## config.mk

```make
export PLATFORM = sky130hd
export DESIGN_NAME = cache_fill_ctrl_flat
export DESIGN_NICKNAME = d
export VERILOG_FILES = /design/src/rtl/cache_fill_ctrl_if.sv /design/src/rtl/cache_fill_ctrl.sv /design/src/flat_wrapper.sv
export SDC_FILE = /design/constraint.sdc
export NUM_CORES = 1
export LEC_CHECK = 0
export ABC_CLOCK_PERIOD_IN_PS = 3220
export BUFFER_PORTS_ARGS = -buffer_cell sky130_fd_sc_hd__clkbuf_2
export CORE_MARGIN = 1.5
export CORE_UTILIZATION = 48
export CTS_CLUSTER_SIZE = 16
export DETAILED_ROUTE_END_ITERATION = 7
export GPL_ROUTABILITY_DRIVEN = 0
export PLACE_DENSITY = 0.86
export SLEW_MARGIN = 20
export SYNTH_ARGS = -nofsm -noshare
export SYNTH_HDL_FRONTEND = slang
export SYNTH_SLANG_ARGS = --single-unit
```

## constraint.sdc

```tcl
create_clock -name clk -period 3.22 [get_ports clk]
set_clock_uncertainty 0.05 [all_clocks]
set_input_delay 0.805 -clock clk [delete_from_list [all_inputs] [get_ports clk]]
set_output_delay 0.805 -clock clk [all_outputs]
set_load 0.005 [all_outputs]
```

## src/rtl/cache_fill_ctrl_if.sv

```systemverilog
// Memory read port of the cache fill controller.
// Handshake: mem_en is a fire-and-forget read request that memory always
// accepts in the cycle it is raised, with mem_addr valid alongside it.
// mem_vld carries one returned word per cycle in mem_data. Words return in
// issue order with arbitrary latency and gaps. There is no back-pressure in
// either direction.
interface cache_fill_ctrl_if #(
  parameter int ADDR_W = 16,
  parameter int DATA_W = 16
);
  logic              mem_en;
  logic [ADDR_W-1:0] mem_addr;
  logic [DATA_W-1:0] mem_data;
  logic              mem_vld;

  modport master (output mem_en, output mem_addr, input mem_data, input mem_vld);
  modport slave  (input mem_en, input mem_addr, output mem_data, output mem_vld);
endinterface

```

## src/rtl/cache_fill_ctrl.sv

```systemverilog
// Shared I/D cache miss handler. It arbitrates misses with I first, then
// bursts one block from memory. Each returned word is written into the owning
// cache, and the tag is committed with the last word. Issue and receive use
// separate counters, so any memory latency is tolerated.
module cache_fill_ctrl #(
  parameter int ADDR_W      = 16,
  parameter int DATA_W      = 16,
  parameter int BLOCK_WORDS = 8,
  parameter int WORD_BYTES  = 2
) (
  input  logic              clk,
  input  logic              rst_n,
  input  logic              miss_i,
  input  logic [ADDR_W-1:0] addr_i,
  input  logic              miss_d,
  input  logic [ADDR_W-1:0] addr_d,
  input  logic              hold,
  cache_fill_ctrl_if.master mem,
  output logic [DATA_W-1:0] fill_data,
  output logic [ADDR_W-1:0] fill_addr,
  output logic              fill_we_i,
  output logic              fill_we_d,
  output logic              tag_we_i,
  output logic              tag_we_d,
  output logic              stall,
  output logic              idle,
  output logic [1:0]        dbg_state
);

  localparam int OFS   = $clog2(BLOCK_WORDS * WORD_BYTES);
  localparam int WB_SH = $clog2(WORD_BYTES);
  localparam int CW    = $clog2(BLOCK_WORDS) + 1;

  localparam logic [CW-1:0]     CNT_FULL  = CW'(BLOCK_WORDS);
  localparam logic [CW-1:0]     CNT_LAST  = CW'(BLOCK_WORDS - 1);
  localparam logic [ADDR_W-1:0] BASE_MASK = {ADDR_W{1'b1}} << OFS;

  localparam logic [1:0] S_IDLE   = 2'd0;
  localparam logic [1:0] S_FILL_I = 2'd1;
  localparam logic [1:0] S_FILL_D = 2'd2;
  localparam logic [1:0] S_WAIT   = 2'd3;

  logic [1:0]        state;
  logic [ADDR_W-1:0] base;
  logic [CW-1:0]     iss_cnt;
  logic [CW-1:0]     rcv_cnt;

  logic              in_fill;
  logic              issue;
  logic              rcv;
  logic              last_word;
  logic [ADDR_W-1:0] iss_addr;
  logic [ADDR_W-1:0] rcv_addr;

  // Datapath decode: issue side, receive side, and the cache write strobes.
  always_comb begin
    in_fill   = (state == S_FILL_I) || (state == S_FILL_D);
    issue     = in_fill && (iss_cnt < CNT_FULL);
    iss_addr  = base + (ADDR_W'(iss_cnt) << WB_SH);
    rcv_addr  = base + (ADDR_W'(rcv_cnt) << WB_SH);
    // A word that arrives outside a fill is dropped here.
    rcv       = in_fill && mem.mem_vld;
    last_word = rcv && (rcv_cnt == CNT_LAST);
    fill_we_i = rcv && (state == S_FILL_I);
    fill_we_d = rcv && (state == S_FILL_D);
    tag_we_i  = last_word && (state == S_FILL_I);
    tag_we_d  = last_word && (state == S_FILL_D);
    fill_data = rcv ? mem.mem_data : '0;
    fill_addr = rcv ? rcv_addr : '0;
    // Stall in IDLE as soon as a miss or hold appears, before the FSM moves.
    stall     = (state != S_IDLE) || miss_i || miss_d || hold;
    idle      = (state == S_IDLE);
    dbg_state = state;
  end

  assign mem.mem_en   = issue;
  assign mem.mem_addr = in_fill ? iss_addr : '0;

  // Fill FSM with the block base and the issue/receive counters.
  always_ff @(posedge clk or negedge rst_n) begin
    if (!rst_n) begin
      state   <= S_IDLE;
      base    <= '0;
      iss_cnt <= '0;
      rcv_cnt <= '0;
    end else begin
      case (state)
        S_IDLE: begin
          iss_cnt <= '0;
          rcv_cnt <= '0;
          if (hold) begin
            state <= S_WAIT;
          end else if (miss_i) begin
            state <= S_FILL_I;
            base  <= addr_i & BASE_MASK;
          end else if (miss_d) begin
            state <= S_FILL_D;
            base  <= addr_d & BASE_MASK;
          end
        end
        S_FILL_I, S_FILL_D: begin
          if (issue) iss_cnt <= iss_cnt + 1'b1;
          if (rcv)   rcv_cnt <= rcv_cnt + 1'b1;
          if (last_word) begin
            // A pending D miss follows an I fill directly, with no IDLE cycle.
            if ((state == S_FILL_I) && miss_d) begin
              state   <= S_FILL_D;
              base    <= addr_d & BASE_MASK;
              iss_cnt <= '0;
              rcv_cnt <= '0;
            end else begin
              state <= S_WAIT;
            end
          end
        end
        S_WAIT: state <= S_IDLE;
        default: state <= S_IDLE;
      endcase
    end
  end

endmodule

```

## src/flat_wrapper.sv

```systemverilog
// flat-port wrapper written by rule: the top's interface ports become plain ports
module cache_fill_ctrl_flat 
#(
  parameter int ADDR_W      = 16,
  parameter int DATA_W      = 16,
  parameter int BLOCK_WORDS = 8,
  parameter int WORD_BYTES  = 2
)
  (clk, rst_n, miss_i, addr_i, miss_d, addr_d, hold, fill_data, fill_addr, fill_we_i, fill_we_d, tag_we_i, tag_we_d, stall, idle, dbg_state, mem_mem_en, mem_mem_addr, mem_mem_data, mem_mem_vld);
  cache_fill_ctrl_if #(.ADDR_W(ADDR_W), .DATA_W(DATA_W)) mem_i ();
  input  logic clk;
  input  logic rst_n;
  input  logic miss_i;
  input  logic [ADDR_W-1:0] addr_i;
  input  logic miss_d;
  input  logic [ADDR_W-1:0] addr_d;
  input  logic hold;
  output logic [DATA_W-1:0] fill_data;
  output logic [ADDR_W-1:0] fill_addr;
  output logic fill_we_i;
  output logic fill_we_d;
  output logic tag_we_i;
  output logic tag_we_d;
  output logic stall;
  output logic idle;
  output logic [1:0] dbg_state;
  output wire logic [$bits(mem_i.mem_en)-1:0] mem_mem_en;
  output wire logic [$bits(mem_i.mem_addr)-1:0] mem_mem_addr;
  input wire logic [$bits(mem_i.mem_data)-1:0] mem_mem_data;
  input wire logic [$bits(mem_i.mem_vld)-1:0] mem_mem_vld;
  assign mem_mem_en = mem_i.mem_en;
  assign mem_mem_addr = mem_i.mem_addr;
  assign mem_i.mem_data = mem_mem_data;
  assign mem_i.mem_vld = mem_mem_vld;
  cache_fill_ctrl #(.ADDR_W(ADDR_W), .DATA_W(DATA_W), .BLOCK_WORDS(BLOCK_WORDS), .WORD_BYTES(WORD_BYTES)) u_core (.clk(clk), .rst_n(rst_n), .miss_i(miss_i), .addr_i(addr_i), .miss_d(miss_d), .addr_d(addr_d), .hold(hold), .mem(mem_i), .fill_data(fill_data), .fill_addr(fill_addr), .fill_we_i(fill_we_i), .fill_we_d(fill_we_d), .tag_we_i(tag_we_i), .tag_we_d(tag_we_d), .stall(stall), .idle(idle), .dbg_state(dbg_state));
endmodule
```

==> summary.txt <==
Timing
  – Setup repair after global routing missed its margin: false
  – Hold_ws: 0.484 ns
  – Final period util: 88.8%
  – Setup TNS: 0 ns
  – Hold Vio Cnt, Final: 0
  – Fmax: 350 MHz
  – Setup Viol. Count Final: 0
  – Worst slew pin tran: 0.606 ns
  – Max Transition Viols Final: 0
  – Final worst path period need: 2.86 ns
  – Max-slew headroom: 59.6%

Clock tree
  – Max H-tree Level: 1
  – Root buffer cell: clkbuf_8
  – Num CTS Buffers: 3
  – Clock transition at path regs: 0.08 ns
  – Post_cts resized: 0
  – Sink Count: 22
  – Max Buffers Root-to-Sink: 2
  – CTS tree: built
  – Post-CTS Hold Buffers: 0
  – Setup Buffers After CTS: 0
  – Clock insertion delay at the later pin of the skew report: 0.26 ns

Setup path
  – FF-to-FF Start: u_core.dbg_state[0]$_DFFE_PN0P_
  – CP Max Fanout: 11
  – Reg-to-reg endpoint: u_core.base[15]$_DFFE_PN0P_
  – WP depth: 7
  – R2R cell count: 7
  – Max incr delay on CP: 0.45 ns
  – CP Cell Sequence: inv_1 > ha_1 > nand2_1 > inv_1 > nand2_1 > nor2_1 > clkbuf_2
  – CP Launch Type: flop
  – Crit. Startpoint: u_core.dbg_state[0]$_DFFE_PN0P_
  – Worst EP required: 2.36 ns
  – CP bufs+invs: 3
  – Crit Path Class: reg2out
  – Top delay family on crit path: simple AND/OR/NAND/NOR gates
  – Worst setup endpoint: tag_we_d
  – Worst Path Arrival: 2.00 ns
  – Worst R2R Setup Slack: 1.01 ns
  – Slowest CP cell: ha_1
  – Crit end category: output pin

Job
  – Max-cap viol count: 0

Logic synthesis
  – Cell variety after synth: 36
  – Register bit total from synthesis: 22
  – EDFF count, synth: 0
  – Largest family of logic cells by synthesized area: simple AND/OR/NAND/NOR gates
  – Asr flop ratio synth: 100%
  – Post-synthesis sequential area ratio: 27.9%
  – Mean Syn Cell Area: 8.08 sq um
  – Post-Synthesis Cells: 244
  – Synth warn: 0
  – Xor and xnor area share after synthesis: 9.33%
  – Synth Cell Area: 1970 sq um
  – Post-synthesis mux area share: 7.11%
  – Main synth FF type: dfrtp_1
  – Simple-gate share of the synthesized area: 28.8%
  – Adder-cell area share of the yosys netlist: 6.98%
  – Post-synthesis compound-gate area fraction: 12.7%

Pwr
  – Combinational power share: 67.9%
  – Worst VDD drop: 0.517 mV
  – Share of power burned in registers: 24.0%
  – Clock Power Share: 8.1%
  – Leakage: 1.32 nW
  – Pwr dens: 1000 nW/um^2
  – Cell Int Power: 1.27 mW
  – Psw: 1.24 mW
  – Sw frac: 49.4%

Global routing
  – Tot GR Track Use: 22.3%
  – Initial antenna violation count: 0
  – GR Overflow Total: 0
  – Global-route wire length before repair: 7780 um
  – Largest net degree at the start of global routing: 30
  – Vias in the first global route: 1,730

Final layout
  – P&R area growth vs syn: 27.4%
  – Share of post-route cells with drive strength above 1: 36.6%
  – Antenna Cells: 0
  – Fin nets: 399
  – Layout Cells excl Fill: 383
  – Number of fill cells: 356

Drt
  – Pre-antenna DRT Iters: 5
  – Met1 Wirelength: 2160 um
  – Detailed router's first-iteration violation count: 77
  – Max Used Layer: met4
  – Routed vias/inst: 5.21
  – Final ANT Viol Nets: 0
  – DRC Markers: 0
  – Vias: 1,995
  – Met3 wire len: 271 um
  – Total wire length: 4950 um
  – Routed WL per cell: 12.9 um
  – Met2 wire len: 2460 um

Floorplanning
  – Starting Density: 49.6%
  – Core ar.: 3970 sq um
  – Rows: 23
  – I/O Pins: 111
  – Die H: 67.1 um
  – Die width: 67.1 um
  – Die area: 4500 sq um

Placement
  – Placed Instances: 379
  – Number of port buffers: 100
  – Post-DP HPWL: 3780 um

Min path
  – HP Class: in2async

Run status
  – Status: finished clean
[power by group through the flow]
| stage | sequential, mW | combinational (mW) | clock [mW] |
|---|---|---|---|
| after floorplan | 0.505 | 1.29 | 0 |
| after global placement | 0.591 | 1.67 | 0 |
| after detailed placement | 0.599 | 1.72 | 0 |
| after CTS | 0.597 | 1.73 | 0.206 |
| after global routing | 0.623 | 1.93 | 0.215 |
| final | 0.603 | 1.71 | 0.203 |
[sequential cells by signal (all words and copies together) (netlist names)]
register          count
u_core.rcv_cnt        4
u_core.dbg_state      2
u_core.iss_cnt        4
u_core.base          12
[layout by cell type, fill, tap and decap left out, types with 2 or more instances in the layout]
cell / synthesis / layout
nand4_1: 5 / 5
a21oi_1: 18 / 18
a21oi_2: 10 / 10
nand3_1: 8 / 8
nand2_1: 20 / 20
xor2_1: 11 / 11
clkbuf_2: 0 / 100
o21ai_0: 6 / 6
nor3b_1: 2 / 2
ha_1: 11 / 11
nor2_1: 28 / 28
and2_1: 5 / 5
inv_1: 7 / 7
dfrtp_1: 22 / 22
conb_1: 1 / 2
and3_1: 20 / 20
buf_4: 2 / 4
nor4_1: 2 / 2
clkbuf_8: 0 / 4
nor3_1: 10 / 10
or3_1: 3 / 3
mux2i_1: 14 / 14
xnor2_1: 10 / 10
[synthesized netlist by cell type (6+ instances only)]
library cell,instances,area (sq um)
nor2_1,28,105
xor2_1,11,96.3
ha_1,11,138
nand2_1,20,75.1
nand3_1,8,40.0
clkbuf_1,12,45.0
mux2i_1,14,140
a21oi_1,18,90.1
dfrtp_1,22,551
and3_1,20,125
a21oi_2,10,87.6
xnor2_1,10,87.6
o21ai_0,6,30.0
nor3_1,10,50.1
inv_1,7,26.3
[layer usage]
metal | up-vias | GRT usage [%]
li1 | 1010 | -
met1 | 911 | 29.4
met2 | 70 | 38.1
met3 | 4 | 2.36
met4 | 0 | 6.89
met5 | - | 0
[metrics by stage]
stage	utilization [%]	worst slack (ns)	cell area (sq um)	power (mW)
6_report	63.2	0.361	2510	2.52
4_1_cts	63.2	0.362	2510	2.53
3_5_place_dp	61.8	0.495	2460	2.32
3_3_place_gp	61.8	0.543	2460	2.26
5_1_grt	63.2	0.215	2510	2.76
2_1_floorplan	-	0.786	1970	1.80
[cell type report]
class	count	area [sq um]	share of cell area, %
multi-input combinational	196	1290	51.2
sequential	22	551	21.9
timing repair buffer	104	531	21.1
tap	50	62.6	2.49
clock buffer	4	55.1	2.19
inverter	7	26.3	1.05
[cells by family after synthesis]
logic type / count (synthesis)
AND/OR/NAND/NOR: 110
AO/OA/AOI/OAI: 38
buffers and inverters: 27
flip-flops: 22
XOR/XNOR: 21
multiplexers: 14
adder cells (fa/ha/maj): 11
other: 1
[worst min-delay path by stage]
stage,startpoint,to,slack (ns),depth (start not counted)
after floorplan,rst_n,u_core.base[10]$_DFFE_PN0P_,0.46,0
after global placement,u_core.rcv_cnt[0]$_DFFE_PN0P_,u_core.rcv_cnt[0]$_DFFE_PN0P_,0.49,2
after global routing,rst_n,u_core.base[13]$_DFFE_PN0P_,0.52,1
after detailed placement,u_core.iss_cnt[2]$_DFFE_PN0P_,u_core.iss_cnt[2]$_DFFE_PN0P_,0.50,2
final,rst_n,u_core.base[13]$_DFFE_PN0P_,0.48,1
after CTS,rst_n,u_core.dbg_state[0]$_DFFE_PN0P_,0.49,1
[worst register-to-register path, delay by kind of cell (launching register included)]
kind	cells	cell delay, ns
flip-flops	1	0.43
AND/OR/NAND/NOR	1	0.31
AO/OA/AOI/OAI	3	0.52
adder cells (fa/ha/maj)	1	0.42
buffers and inverters	2	0.35
(Power assumes the default switching activity.)
